**src/rtl/soc_cluster_seq_pkg.sv**
```systemverilog
// Shared definitions for the cluster power sequencer.
//   cl_state_e  : per-cluster sequencing state, 3-bit encoding that is also
//                 driven on status_o.
//   cl_ctrl_t   : the five power/clock/reset control bits of one cluster.
//   CTRL_OFF    : control values while a cluster is off (and during reset).
//   ctrl_for()  : control values a cluster presents while in a given state.
//   max_int()   : helper for sizing the shared state counter.
package soc_cluster_seq_pkg;

   typedef enum logic [2:0] {
      ST_OFF    = 3'd0,
      ST_PWR_UP = 3'd1,
      ST_CLK_ON = 3'd2,
      ST_BOOT   = 3'd3,
      ST_RUN    = 3'd4,
      ST_DRAIN  = 3'd5,
      ST_ISO    = 3'd6,
      ST_PWR_DN = 3'd7
   } cl_state_e;

   typedef struct packed {
      logic pow;
      logic iso;
      logic clk_en;
      logic rstn;
      logic fetch_en;
   } cl_ctrl_t;

   localparam cl_ctrl_t CTRL_OFF = '{pow: 1'b0, iso: 1'b1, clk_en: 1'b0,
                                     rstn: 1'b0, fetch_en: 1'b0};

   function automatic cl_ctrl_t ctrl_for(input cl_state_e s);
      cl_ctrl_t c;
      c = CTRL_OFF;
      case (s)
         ST_PWR_UP: c = '{pow: 1'b1, iso: 1'b1, clk_en: 1'b0, rstn: 1'b0, fetch_en: 1'b0};
         ST_CLK_ON: c = '{pow: 1'b1, iso: 1'b0, clk_en: 1'b1, rstn: 1'b0, fetch_en: 1'b0};
         ST_BOOT:   c = '{pow: 1'b1, iso: 1'b0, clk_en: 1'b1, rstn: 1'b1, fetch_en: 1'b0};
         ST_RUN:    c = '{pow: 1'b1, iso: 1'b0, clk_en: 1'b1, rstn: 1'b1, fetch_en: 1'b1};
         ST_DRAIN:  c = '{pow: 1'b1, iso: 1'b0, clk_en: 1'b1, rstn: 1'b1, fetch_en: 1'b0};
         ST_ISO:    c = '{pow: 1'b1, iso: 1'b1, clk_en: 1'b0, rstn: 1'b0, fetch_en: 1'b0};
         ST_PWR_DN: c = '{pow: 1'b0, iso: 1'b1, clk_en: 1'b0, rstn: 1'b0, fetch_en: 1'b0};
         default:   c = CTRL_OFF;
      endcase
      return c;
   endfunction

   function automatic int max_int(input int a, input int b);
      return (a > b) ? a : b;
   endfunction

endpackage

```
**src/rtl/soc_cluster_seq_ch.sv**
```systemverilog
// Single-cluster power sequencer: FSM plus one shared cycle counter.
// Ports:
//   clk_i, rst_i          clock, asynchronous active-high reset
//   pwr_on_req_i          level request (1 = cluster should be on)
//   boot_addr_i           boot address, captured only on OFF -> PWR_UP
//   pwr_ack_i             power-switch acknowledge (follows pow_o)
//   cluster_busy_i        cluster still active, delays shutdown
//   pow_o/iso_o/clk_en_o/rstn_o/fetch_en_o   registered control outputs
//   boot_addr_o           latched boot address
//   status_o              current state encoding
//   timeout_irq_o         one-cycle pulse when draining timed out
// Every output comes straight from a flop: on each transition the control
// bits for the destination state are loaded together with the state itself.
module soc_cluster_seq_ch
   import soc_cluster_seq_pkg::*;
#(
   parameter int BOOT_ADDR_WIDTH = 64,
   parameter int RST_CYCLES      = 8,
   parameter int DRAIN_TIMEOUT   = 1024
) (
   input  logic                       clk_i,
   input  logic                       rst_i,
   input  logic                       pwr_on_req_i,
   input  logic [BOOT_ADDR_WIDTH-1:0] boot_addr_i,
   input  logic                       pwr_ack_i,
   input  logic                       cluster_busy_i,
   output logic                       pow_o,
   output logic                       iso_o,
   output logic                       clk_en_o,
   output logic                       rstn_o,
   output logic                       fetch_en_o,
   output logic [BOOT_ADDR_WIDTH-1:0] boot_addr_o,
   output logic [2:0]                 status_o,
   output logic                       timeout_irq_o
);

   localparam int CNT_W = $clog2(max_int(RST_CYCLES, DRAIN_TIMEOUT) + 1);
   // Counter is cleared on state entry, so the last cycle of an N-cycle
   // dwell is reached when it reads N-1.
   localparam logic [CNT_W-1:0] RST_LAST   = CNT_W'(RST_CYCLES - 1);
   localparam logic [CNT_W-1:0] DRAIN_LAST = CNT_W'(DRAIN_TIMEOUT - 1);

   cl_state_e                r_state;
   cl_ctrl_t                 r_ctrl;
   logic [CNT_W-1:0]         r_cnt;
   logic [BOOT_ADDR_WIDTH-1:0] r_boot_addr;
   logic                     r_irq;

   always_ff @(posedge clk_i or posedge rst_i) begin
      if (rst_i) begin
         r_state     <= ST_OFF;
         r_ctrl      <= CTRL_OFF;
         r_cnt       <= '0;
         r_boot_addr <= '0;
         r_irq       <= 1'b0;
      end else begin
         r_irq <= 1'b0;
         case (r_state)
            ST_OFF: begin
               if (pwr_on_req_i) begin
                  r_state     <= ST_PWR_UP;
                  r_ctrl      <= ctrl_for(ST_PWR_UP);
                  r_cnt       <= '0;
                  r_boot_addr <= boot_addr_i;
               end
            end
            ST_PWR_UP: begin
               if (pwr_ack_i) begin
                  r_state <= ST_CLK_ON;
                  r_ctrl  <= ctrl_for(ST_CLK_ON);
                  r_cnt   <= '0;
               end
            end
            ST_CLK_ON: begin
               if (r_cnt == RST_LAST) begin
                  r_state <= ST_BOOT;
                  r_ctrl  <= ctrl_for(ST_BOOT);
                  r_cnt   <= '0;
               end else begin
                  r_cnt <= r_cnt + 1'b1;
               end
            end
            ST_BOOT: begin
               r_state <= ST_RUN;
               r_ctrl  <= ctrl_for(ST_RUN);
               r_cnt   <= '0;
            end
            ST_RUN: begin
               if (!pwr_on_req_i) begin
                  r_state <= ST_DRAIN;
                  r_ctrl  <= ctrl_for(ST_DRAIN);
                  r_cnt   <= '0;
               end
            end
            ST_DRAIN: begin
               // An idle cluster always wins over the timeout on the same cycle.
               if (!cluster_busy_i) begin
                  r_state <= ST_ISO;
                  r_ctrl  <= ctrl_for(ST_ISO);
                  r_cnt   <= '0;
               end else if (r_cnt == DRAIN_LAST) begin
                  r_state <= ST_ISO;
                  r_ctrl  <= ctrl_for(ST_ISO);
                  r_cnt   <= '0;
                  r_irq   <= 1'b1;
               end else begin
                  r_cnt <= r_cnt + 1'b1;
               end
            end
            ST_ISO: begin
               r_state <= ST_PWR_DN;
               r_ctrl  <= ctrl_for(ST_PWR_DN);
               r_cnt   <= '0;
            end
            ST_PWR_DN: begin
               if (!pwr_ack_i) begin
                  r_state <= ST_OFF;
                  r_ctrl  <= CTRL_OFF;
                  r_cnt   <= '0;
               end
            end
            default: begin
               r_state <= ST_OFF;
               r_ctrl  <= CTRL_OFF;
               r_cnt   <= '0;
            end
         endcase
      end
   end

   assign pow_o         = r_ctrl.pow;
   assign iso_o         = r_ctrl.iso;
   assign clk_en_o      = r_ctrl.clk_en;
   assign rstn_o        = r_ctrl.rstn;
   assign fetch_en_o    = r_ctrl.fetch_en;
   assign boot_addr_o   = r_boot_addr;
   assign status_o      = r_state;
   assign timeout_irq_o = r_irq;

endmodule

```
**src/rtl/soc_cluster_seq.sv**
```systemverilog
// Multi-cluster power sequencer: N_CLUSTERS independent copies of the
// single-cluster sequencer, with per-cluster signals packed side by side
// (cluster c occupies bit c, or slice [c*W +: W] for wide fields).
// Ports:
//   clk_i, rst_i          clock, asynchronous active-high reset
//   pwr_on_req_i          per-cluster on/off level request
//   boot_addr_i           per-cluster boot address
//   pwr_ack_i             per-cluster power-switch acknowledge
//   cluster_busy_i        per-cluster activity flag
//   cluster_pow_o, cluster_iso_o, cluster_clk_en_o, cluster_rstn_o,
//   cluster_fetch_en_o    per-cluster control outputs
//   cluster_boot_addr_o   per-cluster latched boot address
//   status_o              per-cluster 3-bit state
//   timeout_irq_o         per-cluster drain-timeout pulse
module soc_cluster_seq
   import soc_cluster_seq_pkg::*;
#(
   parameter int N_CLUSTERS      = 2,
   parameter int BOOT_ADDR_WIDTH = 64,
   parameter int RST_CYCLES      = 8,
   parameter int DRAIN_TIMEOUT   = 1024
) (
   input  logic                                  clk_i,
   input  logic                                  rst_i,
   input  logic [N_CLUSTERS-1:0]                 pwr_on_req_i,
   input  logic [N_CLUSTERS*BOOT_ADDR_WIDTH-1:0] boot_addr_i,
   input  logic [N_CLUSTERS-1:0]                 pwr_ack_i,
   input  logic [N_CLUSTERS-1:0]                 cluster_busy_i,
   output logic [N_CLUSTERS-1:0]                 cluster_pow_o,
   output logic [N_CLUSTERS-1:0]                 cluster_iso_o,
   output logic [N_CLUSTERS-1:0]                 cluster_clk_en_o,
   output logic [N_CLUSTERS-1:0]                 cluster_rstn_o,
   output logic [N_CLUSTERS-1:0]                 cluster_fetch_en_o,
   output logic [N_CLUSTERS*BOOT_ADDR_WIDTH-1:0] cluster_boot_addr_o,
   output logic [N_CLUSTERS*3-1:0]               status_o,
   output logic [N_CLUSTERS-1:0]                 timeout_irq_o
);

   for (genvar g = 0; g < N_CLUSTERS; g++) begin : g_cluster
      soc_cluster_seq_ch #(
         .BOOT_ADDR_WIDTH (BOOT_ADDR_WIDTH),
         .RST_CYCLES      (RST_CYCLES),
         .DRAIN_TIMEOUT   (DRAIN_TIMEOUT)
      ) u_ch (
         .clk_i          (clk_i),
         .rst_i          (rst_i),
         .pwr_on_req_i   (pwr_on_req_i[g]),
         .boot_addr_i    (boot_addr_i[g*BOOT_ADDR_WIDTH +: BOOT_ADDR_WIDTH]),
         .pwr_ack_i      (pwr_ack_i[g]),
         .cluster_busy_i (cluster_busy_i[g]),
         .pow_o          (cluster_pow_o[g]),
         .iso_o          (cluster_iso_o[g]),
         .clk_en_o       (cluster_clk_en_o[g]),
         .rstn_o         (cluster_rstn_o[g]),
         .fetch_en_o     (cluster_fetch_en_o[g]),
         .boot_addr_o    (cluster_boot_addr_o[g*BOOT_ADDR_WIDTH +: BOOT_ADDR_WIDTH]),
         .status_o       (status_o[g*3 +: 3]),
         .timeout_irq_o  (timeout_irq_o[g])
      );
   end

endmodule

```
**config.mk**
```make
export PLATFORM = sky130hd
export DESIGN_NAME = soc_cluster_seq
export DESIGN_NICKNAME = d
export VERILOG_FILES = /design/src/rtl/soc_cluster_seq_pkg.sv /design/src/rtl/soc_cluster_seq_ch.sv /design/src/rtl/soc_cluster_seq.sv
export SDC_FILE = /design/constraint.sdc
export NUM_CORES = 1
export LEC_CHECK = 0
export CAP_MARGIN = 20
export CORE_MARGIN = 2
export CORE_UTILIZATION = 39
export CTS_CLUSTER_DIAMETER = 150
export DETAILED_ROUTE_END_ITERATION = 16
export PLACE_DENSITY = 0.79
export SLEW_MARGIN = 20
export SYNTH_ARGS = -nofsm -noshare
export SYNTH_HDL_FRONTEND = slang
export SYNTH_HIERARCHICAL = 1
export SYNTH_SLANG_ARGS = --single-unit
```
**constraint.sdc**
```tcl
create_clock -name clk_i -period 2.6 [get_ports clk_i]
set_input_delay 0.39 -clock clk_i [delete_from_list [all_inputs] [get_ports clk_i]]
set_output_delay 0.39 -clock clk_i [all_outputs]
set_load 0.01 [all_outputs]
```
==> results of run 1 <==
## how the worst max path moves through the flow
stage,startpoint,slack [ns],endpoint,cells after the start
after floorplan,rst_i,0.05,g_cluster[0].u_ch/boot_addr_o[0],1
after global placement,cluster_busy_i[1],0.44,g_cluster[1].u_ch/rstn_o,5
after detailed placement,g_cluster[1].u_ch/r_cnt[0],0.34,g_cluster[1].u_ch/rstn_o,6
after CTS,g_cluster[1].u_ch/r_cnt[0],0.34,g_cluster[1].u_ch/rstn_o,6
after global routing,g_cluster[1].u_ch/r_cnt[0],0.18,g_cluster[1].u_ch/rstn_o,6
final,g_cluster[1].u_ch/r_cnt[0],0.33,g_cluster[1].u_ch/rstn_o,6
## report_power, final
group | switching [mW] | internal (mW)
sequential | 0.760 | 3.79
clock | 1.04 | 1.45
combinational | 2.20 | 3.21
total | 4.00 | 8.45
## Yosys cell counts, drive strengths merged (2+ instances only)
cell    count  area [um2]
nor2       16        67.6
a31oi       9        71.3
nand4       4        25.0
nor3        5        25.0
buf        24         166
o21a        3        22.5
a21o        4        31.3
nand3      10        50.1
a22o        3        26.3
ha          2        25.0
nand2      18        67.6
and3        5        31.3
nand4b      2        17.5
a21oi      19        98.9
o31ai       2        20.0
nor4        5        67.6
dfrtp     166        4150
or3b        2        17.5
o21ai      24         120
xnor2       3        26.3
nor4b       2        17.5
a41oi       2        17.5
inv         9        33.8
nand2b      2        12.5
mux2      132        1490
nor3b       5        37.5
dfstp       2        52.6
## state kept, by name, summed over array words and instances, names as in the netlist
signal and count:
g_cluster.u_ch/status_o 6, g_cluster.u_ch/rstn_o 2, g_cluster.u_ch/timeout_irq_o 2, g_cluster.u_ch/fetch_en_o 2, g_cluster.u_ch/pow_o 2, g_cluster.u_ch/iso_o 2
g_cluster.u_ch/clk_en_o 2, g_cluster.u_ch/r_cnt 22, g_cluster.u_ch/boot_addr_o 128
## cell usage in the layout (no fill, tap or decap), types with 2 or more instances in the layout
cell type / synthesis / final
clkdlybuf4s50_1: 0 / 281
dfrtp_1: 166 / 166
mux2_1: 70 / 70
mux2_2: 62 / 62
nand2_1: 18 / 18
a21oi_1: 18 / 18
clkbuf_16: 0 / 17
nor2_1: 15 / 15
o21ai_1: 14 / 14
o21ai_0: 10 / 10
nand3_1: 10 / 10
a31oi_1: 8 / 8
inv_1: 8 / 6
and3_1: 5 / 5
nor3b_1: 5 / 5
nor3_1: 5 / 5
buf_4: 1 / 5
inv_6: 0 / 4
clkinvlp_4: 0 / 4
buf_12: 0 / 4
nand4_1: 4 / 4
clkinv_2: 0 / 3
a22o_1: 3 / 3
a21o_1: 3 / 3
xnor2_1: 3 / 3
o21a_1: 3 / 3
bufinv_16: 0 / 2
nand4b_1: 2 / 2
nor4_1: 2 / 2
or3b_1: 2 / 2
nor4_4: 2 / 2
nand2b_1: 2 / 2
a41oi_1: 2 / 2
ha_1: 2 / 2
dfstp_2: 2 / 2
## cell type report
cell class	instances	area, um2	area share, %
Sequential cell	168	4210	39.7
Timing Repair Buffer	290	2930	27.7
Clock buffer	18	439	4.15
Tap cell	225	282	2.66
Inverter	9	36.3	0.343
Multi-Input combinational cell	298	2560	24.2
Clock inverter	12	141	1.33
## logic make-up after synthesis
kind of cell	count (synthesis)
AO/OA/AOI/OAI	75
XOR/XNOR	4
adder cells (fa/ha/maj)	2
buffers and inverters	33
flip-flops	168
multiplexers	133
AND/OR/NAND/NOR	84
## stage by stage
step | hold slack [ns] | area, um2 | utilization (%) | power [mW]
after floorplan | 0.464 | 6960 | - | 6.99
after global placement | 0.466 | 10000 | 57.7 | 9.81
after detailed placement | 0.474 | 10000 | 57.7 | 10.1
after CTS | 0.312 | 10600 | 61.0 | 12.6
after global routing | 0.340 | 10600 | 61.0 | 13.2
final | 0.316 | 10600 | 61.0 | 12.4
## metal layers
layer	routed length (um)	vias up	track usage (%)	part of all wire, %
li1	-	2375	-	-
met1	6780	2499	21.4	37
met2	9430	208	35.1	51
met3	1420	46	5.19	7.7
met4	804	0	11.6	4.4
met5	0	-	0	0
## worst max-delay path, stage by stage, from the launching register on
cell and delay [ns]:
dfrtp_1 0.41, ha_1 0.25, nand3_1 0.26, nor4_2 0.39, o22ai_2 0.27, nor2_4 0.23, mux2_1 0.34
==> flow_metrics.py, run 1 <==
metrics = {
    "grt": {
        "grt_pass1_vias": 5357,
        "antenna_found_initial": 0,
        "track_usage_pct": 19.9,
        "grt_max_degree": 65,
        "grt_pass1_wl_um": 28100,
        "grt-ovfl-total": 0,
    },
    "yosys": {
        "synth_simple_gate_area_share_pct": 7.25,
        "synthesis.area_um2": 6960,
        "synthXorXnorAreaFrac_pct": 0.503,
        "muxShareOfSynthArea_pct": 21.5,
        "avgSynthCellArea_um2": 13.9,
        "syn_nets": 637,
        "async_reset_ff_share_pct": 100,
        "synth_ff_type": "dfrtp_1",
        "yosys.cell_types.count": 58,
        "synthCells": 499,
        "synthAdderAreaFrac_pct": 0.360,
        "synth_top_family_by_area": "multiplexers",
        "yosysWarnings": 6,
        "yosysSeqAreaShare_pct": 60.4,
        "synth_compound_area_share_pct": 7.07,
        "synth_edf_count": 0,
        "synth-seq-cells": 168,
    },
    "cts": {
        "cts_buffer_depth": 2,
        "cts_root_buf": "clkbuf_16",
        "cts_sinks": 168,
        "ctsResizeCount": 0,
        "clk_pin_slew_worst_paths_ns": 0.06,
        "insertion_delay_ns": 0.42,
        "postCtsSetupBuffers": 0,
        "htreeDepth": 4,
        "cts_tree": "done",
        "holdBufCountCts": 0,
        "numCtsBuffers": 17,
    },
    "sta": {
        "setup_tns_ns": 0,
        "finalClockSkew_ns": 0.00841,
        "finalHoldViolCount": 0,
        "relSlewSlack_pct": 57.6,
        "maxSlewViolCount": 0,
        "finalSetupViolations": 0,
        "max_freq_mhz": 441,
        "min_period_over_period_pct": 87.3,
        "tightest_slew_ns": 0.636,
        "layout_setup_ws_ns": 0.330,
        "rsz0062_at_grt": "false",
        "timing.final.crit_period_ns": 2.27,
    },
    "layout": {
        "layoutNonFillerInstCount": 1020,
        "diodes": 0,
        "nets": 922,
        "layout-drive-gt1-share_pct": 14.8,
        "fillers": 1313,
        "syn_to_final_growth_pct": 52.2,
    },
    "placement": {
        "dp_slack_ns": 0.344,
        "dp_cells": 990,
        "hpwl_um": 14000,
        "place_congestion": 0.881,
        "portBuffers": 281,
    },
    "floorplanning": {
        "die_x_um": 138,
        "rows": 48,
        "core_um2": 17400,
        "dieArea_um2": 18900,
        "ios": 282,
        "die_h_um": 138,
        "start_util_pct": 40.1,
    },
    "route": {
        "vias": 5128,
        "drc": 0,
        "drt_wl_total_um": 18400,
        "drtAntennaViolNets": 0,
        "drt_iter0_drc": 168,
        "vias_per_cell": 5.03,
        "post_drt_wl_per_cell_um": 18.1,
        "first_pass_iters": 4,
    },
    "flow_run": {
        "maxCapViolCount": 0,
    },
    "power_and_ir_drop": {
        "powerDensity_nw_per_um2": 1170,
        "power_leakage_nw": 4.38,
        "ir_worst_vdd_mv": 0.596,
    },
    "run_status": {
        "status": "complete, no violations",
    },
    "worst_setup_path": {
        "worst-r2r-cell-count": 6,
        "path_max_fanout": 14,
        "end_kind": "flip-flop",
        "reg2reg_from": "g_cluster[1].u_ch/r_cnt[0]",
        "crit_required_ns": 2.89,
        "critPathArrivalTime_ns": 2.56,
        "start_kind": "flip-flop",
        "crit_type": "flip-flop to flip-flop",
        "r2r_setup_slack_ns": 0.33,
        "r2r-end": "g_cluster[1].u_ch/rstn_o",
    },
    "min_path": {
        "holdCritPathClass": "primary input to async pin",
    },
}
Note: power is estimated with default switching activity, not from simulation.
==> run 2, diff against run 1 <==
CORE_MARGIN = unset   (was 2)
SETUP_SLACK_MARGIN = 0.1   (was unset)
==> run 2 against run 1 <==
Critical path depth is the same. Clock power down 2%. Routed wire length down 3.0%. Global-route usage rose by 0.068 points. First-iteration DRC count increased by 71%. Largest cell class unchanged. Via count fell by 0.84%. Highest routed layer unchanged.
==> flow_metrics.py, run 2 (synthesis results as in run 1) <==
metrics = {
    "run_status": {
        "status": "complete, no violations",
    },
    "cts": {
        "postCtsSetupBuffers": 0,
        "cts_sinks": 168,
        "holdBufCountCts": 0,
        "clk_pin_slew_worst_paths_ns": 0.06,
        "cts_buffer_depth": 2,
        "insertion_delay_ns": 0.42,
        "cts_root_buf": "clkbuf_16",
        "htreeDepth": 4,
        "cts_tree": "done",
        "ctsResizeCount": 0,
        "numCtsBuffers": 17,
    },
    "worst_setup_path": {
        "critPathArrivalTime_ns": 2.60,
        "start_kind": "flip-flop",
        "path_max_fanout": 14,
        "crit_required_ns": 2.90,
        "end_kind": "flip-flop",
        "crit_type": "flip-flop to flip-flop",
    },
    "sta": {
        "finalSetupViolations": 0,
        "setup_tns_ns": 0,
        "timing.final.crit_period_ns": 2.30,
        "tightest_slew_ns": 0.653,
        "rsz0062_at_grt": "false",
        "maxSlewViolCount": 0,
        "relSlewSlack_pct": 56.4,
        "finalClockSkew_ns": 0.00720,
        "whs_ns": 0.482,
        "finalHoldViolCount": 0,
        "layout_setup_ws_ns": 0.298,
        "max_freq_mhz": 434,
        "min_period_over_period_pct": 88.5,
    },
    "route": {
        "drtAntennaViolNets": 0,
        "drt_wl_total_um": 17900,
        "post_drt_wl_per_cell_um": 17.5,
        "vias_per_cell": 4.98,
        "drc": 0,
        "first_pass_iters": 5,
        "drt_iter0_drc": 288,
        "vias": 5085,
    },
    "power_and_ir_drop": {
        "p_clk_share_pct": 19.6,
        "p_int_mw": 8.35,
        "p_comb_share_pct": 43.6,
        "ir_worst_vdd_mv": 0.689,
        "switching_share_pct": 32.3,
        "p_switching_mw": 3.99,
        "power_leakage_nw": 4.37,
        "powerDensity_nw_per_um2": 1170,
        "seqPwrFrac_pct": 36.8,
    },
    "layout": {
        "final_util_pct": 61.0,
        "fillers": 1319,
        "layout_common_cells": "clkdlybuf4s50_1 (281), dfrtp_1 (166), mux2_1 (70), mux2_2 (62)",
        "final_area_um2": 10600,
        "layout-drive-gt1-share_pct": 14.7,
        "diodes": 0,
        "layout_commonest_cell": "clkdlybuf4s50_1",
        "syn_to_final_growth_pct": 52.1,
        "nets": 921,
        "largest_reg_flops": 128,
    },
    "floorplanning": {
        "start_util_pct": 40.1,
        "die_h_um": 136,
        "die_x_um": 136,
        "core_um2": 17400,
        "dieArea_um2": 18400,
        "ios": 282,
        "rows": 48,
    },
    "placement": {
        "hpwl_um": 13500,
        "dp_slack_ns": 0.331,
        "portBuffers": 281,
        "dpl_cell_area_um2": 10000,
        "place_congestion": 0.858,
    },
    "grt": {
        "grt_pass1_vias": 5305,
        "grt_pass1_wl_um": 28000,
        "grt-ovfl-total": 0,
        "grt_max_degree": 85,
        "track_usage_pct": 19.9,
        "antenna_found_initial": 0,
    },
    "min_path": {
        "holdCritPathClass": "flip-flop to flip-flop",
    },
    "flow_run": {
        "maxCapViolCount": 0,
    },
}
-- run 2: cell count changes in the layout (fill, tap and decap cells not counted) --
cell and change:
clkbuf_1 +2, bufinv_16 -1, buf_4 -2, inv_6 +1
buf_12 +1
-- run 2: layer usage --
metal	GRT usage, %	wire [um]	part of all wire, %	vias to the layer above
met5	0	0	0	-
met4	8.11	409	2.3	0
met3	4.34	994	5.6	27
met2	35.7	9510	53	190
met1	23.0	6960	39	2498
li1	-	-	-	2370
-- run 2: final cells by class --
cell class                      count  area, um2  share of cell area (%)
Tap cell                          225        282                    2.66
Clock buffer                       20        447                    4.22
Timing Repair Buffer              289       2940                    27.7
Sequential cell                   168       4210                    39.7
Inverter                            9       41.3                   0.390
Multi-Input combinational cell    298       2560                    24.2
Clock inverter                     12        115                    1.09
-- run 2: power by group through the flow --
| stage | combinational [mW] | sequential [mW] | clock (mW) |
|---|---|---|---|
| floorplan | 2.06 | 4.94 | 0 |
| global placement | 5.27 | 4.50 | 0 |
| detailed placement | 5.43 | 4.60 | 0 |
| CTS | 5.45 | 4.55 | 2.49 |
| global route | 5.76 | 4.70 | 2.59 |
| finish | 5.38 | 4.54 | 2.42 |
-- run 2: critical path: stages (launching register included) --
cell     delay, ns
dfrtp_1       0.42
ha_1          0.25
nand3_1       0.28
nor4_2        0.40
o22ai_2       0.28
nor2_4        0.23
mux2_1        0.34
-- run 2: through the flow --
stage	std cells	power [mW]
2_1_floorplan	499	6.99
3_3_place_gp	989	9.78
3_5_place_dp	989	10.0
4_1_cts	1021	12.5
5_1_grt	1021	13.1
6_report	1021	12.3
-- run 2: path summary, 6_finish.rpt --
check                                                  start                                 to  slack (ns)  cells past startpoint
setup reg to reg                  g_cluster[1].u_ch/r_cnt[0]           g_cluster[1].u_ch/rstn_o        0.30                      6
setup / recovery                  g_cluster[1].u_ch/r_cnt[0]           g_cluster[1].u_ch/rstn_o        0.30                      6
min in group asynchronous                              rst_i  g_cluster[0].u_ch/boot_addr_o[49]        0.49                      2
hold reg to reg            g_cluster[1].u_ch/boot_addr_o[36]  g_cluster[1].u_ch/boot_addr_o[36]        0.48                      1
max in group asynchronous                              rst_i  g_cluster[0].u_ch/boot_addr_o[14]        1.50                      3
hold / removal             g_cluster[1].u_ch/boot_addr_o[36]  g_cluster[1].u_ch/boot_addr_o[36]        0.48                      1
==> run 3, diff against run 2 <==
CORE_ASPECT_RATIO = 0.6   (was unset)
GPL_ROUTABILITY_DRIVEN = 0   (was unset)
==> run 3 against run 2 <==
Combinational power hardly changed. Utilization is 0.19 points higher. Via count is 1.7% higher. Critical path type unchanged. Sequential share of layout area hardly changed. Largest cell class unchanged. Critical endpoint unchanged. Clock-buffer cell count is 1 lower. Hold slack worse by 0.050 ns. First-iteration DRC count is 2.1% higher. Global-route usage is 0.37 points higher.
==> flow_metrics.py, run 3 (synthesis results as in run 1) <==
metrics = {
    "min_path": {
        "holdCritPathClass": "primary input to async pin",
    },
    "cts": {
        "insertion_delay_ns": 0.42,
        "numCtsBuffers": 17,
        "cts_sinks": 168,
        "clk_pin_slew_worst_paths_ns": 0.07,
        "ctsResizeCount": 0,
        "cts_root_buf": "clkbuf_16",
        "cts_tree": "done",
        "holdBufCountCts": 0,
        "cts_buffer_depth": 2,
        "htreeDepth": 4,
        "postCtsSetupBuffers": 0,
    },
    "grt": {
        "track_usage_pct": 20.3,
        "antenna_found_initial": 0,
        "grt_pass1_wl_um": 29000,
        "grt_max_degree": 85,
        "grt_pass1_vias": 5275,
        "grt-ovfl-total": 0,
    },
    "route": {
        "vias": 5170,
        "drt_wl_total_um": 18300,
        "vias_per_cell": 5.02,
        "drc": 0,
        "drtAntennaViolNets": 0,
        "post_drt_wl_per_cell_um": 17.7,
        "drt_iter0_drc": 294,
        "first_pass_iters": 5,
    },
    "sta": {
        "finalClockSkew_ns": 0.0158,
        "max_freq_mhz": 443,
        "setup_tns_ns": 0,
        "rsz0062_at_grt": "false",
        "finalSetupViolations": 0,
        "timing.final.crit_period_ns": 2.26,
        "relSlewSlack_pct": 57.9,
        "finalHoldViolCount": 0,
        "maxSlewViolCount": 0,
        "tightest_slew_ns": 0.628,
        "layout_setup_ws_ns": 0.344,
        "min_period_over_period_pct": 86.8,
    },
    "floorplanning": {
        "dieArea_um2": 18400,
        "core_um2": 17300,
        "die_h_um": 105,
        "start_util_pct": 40.2,
        "ios": 282,
        "rows": 37,
        "die_x_um": 174,
    },
    "worst_setup_path": {
        "path_max_fanout": 8,
        "start_kind": "flip-flop",
        "critPathArrivalTime_ns": 2.56,
        "crit_required_ns": 2.90,
        "end_kind": "flip-flop",
        "reg2reg_from": "g_cluster[1].u_ch/r_cnt[0]",
        "r2r_setup_slack_ns": 0.34,
        "worst-r2r-cell-count": 6,
        "crit_type": "flip-flop to flip-flop",
        "r2r-end": "g_cluster[1].u_ch/rstn_o",
    },
    "layout": {
        "largest_reg_flops": 128,
        "diodes": 0,
        "layout_common_cells": "clkdlybuf4s50_1 (281), dfrtp_1 (166), mux2_1 (70), mux2_2 (62)",
        "multi_input_area_um2": 2560,
        "seq_area_um2": 4210,
        "nets": 921,
        "fillers": 1311,
        "layout-drive-gt1-share_pct": 14.7,
        "final_area_um2": 10600,
        "layout_commonest_cell": "clkdlybuf4s50_1",
        "syn_to_final_growth_pct": 52.2,
    },
    "placement": {
        "dp_slack_ns": 0.372,
        "hpwl_um": 13400,
        "portBuffers": 281,
        "dpl_cell_area_um2": 10000,
    },
    "power_and_ir_drop": {
        "power_leakage_nw": 4.36,
        "ir_worst_vdd_mv": 0.845,
        "power.total_mw": 12.4,
        "powerDensity_nw_per_um2": 1170,
    },
    "run_status": {
        "status": "complete, no violations",
    },
    "flow_run": {
        "maxCapViolCount": 0,
    },
}
[run 3: cell types whose count changed in the layout (fill, tap and decap cells not counted)]
cell,before,now
buf_4,3,4
inv_8,1,2
clkbuf_8,1,0
clkinv_4,0,5
clkinv_2,3,0
inv_6,5,3
buf_12,5,4
[run 3: cell type report]
cell class	count	area share, %
clock buffers	19	4.09
inverters	9	0.390
well taps	234	2.76
flip-flops and latches	168	39.7
clock inverters	13	1.30
multi-input cells	298	24.2
repair buffers	289	27.6
[run 3: how the worst max path moves through the flow]
| stage | cells after the start | slack, ns | startpoint | end |
|---|---|---|---|---|
| after global routing | 6 | 0.13 | g_cluster[1].u_ch/r_cnt[0] | g_cluster[1].u_ch/rstn_o |
| after CTS | 6 | 0.36 | g_cluster[1].u_ch/r_cnt[0] | g_cluster[1].u_ch/rstn_o |
| after detailed placement | 6 | 0.37 | g_cluster[1].u_ch/r_cnt[0] | g_cluster[1].u_ch/rstn_o |
| after global placement | 5 | 0.45 | pwr_on_req_i[0] | g_cluster[0].u_ch/boot_addr_o[33] |
| final | 6 | 0.34 | g_cluster[1].u_ch/r_cnt[0] | g_cluster[1].u_ch/rstn_o |
| after floorplan | 6 | 0.71 | g_cluster[1].u_ch/r_cnt[0] | g_cluster[1].u_ch/rstn_o |
[run 3: metal layers]
| metal | track usage [%] | vias up | routed length, um |
|---|---|---|---|
| li1 | - | 2377 | - |
| met1 | 27.5 | 2598 | 8090 |
| met2 | 33.1 | 180 | 9050 |
| met3 | 4.73 | 15 | 978 |
| met4 | 4.64 | 0 | 150 |
| met5 | 0 | - | 0 |
[run 3: critical path: stages, from the launching register on]
cell and delay [ns]:
dfrtp_1 0.43, ha_1 0.24, nand3_1 0.27, nor4_2 0.43, o22ai_2 0.22, nor2_4 0.21, mux2_1 0.35
[run 3: metrics by stage]
step	util (%)	instances	hold WS, ns
2_1_floorplan	-	499	0.464
3_3_place_gp	57.9	998	0.466
3_5_place_dp	57.9	998	0.474
4_1_cts	61.2	1030	0.422
5_1_grt	61.2	1030	0.472
6_report	61.2	1030	0.432
[run 3: power by group]
part | switching, mW | internal [mW]
sequential | 0.768 | 3.79
clock | 1.09 | 1.35
combinational | 2.21 | 3.20
total | 4.07 | 8.34
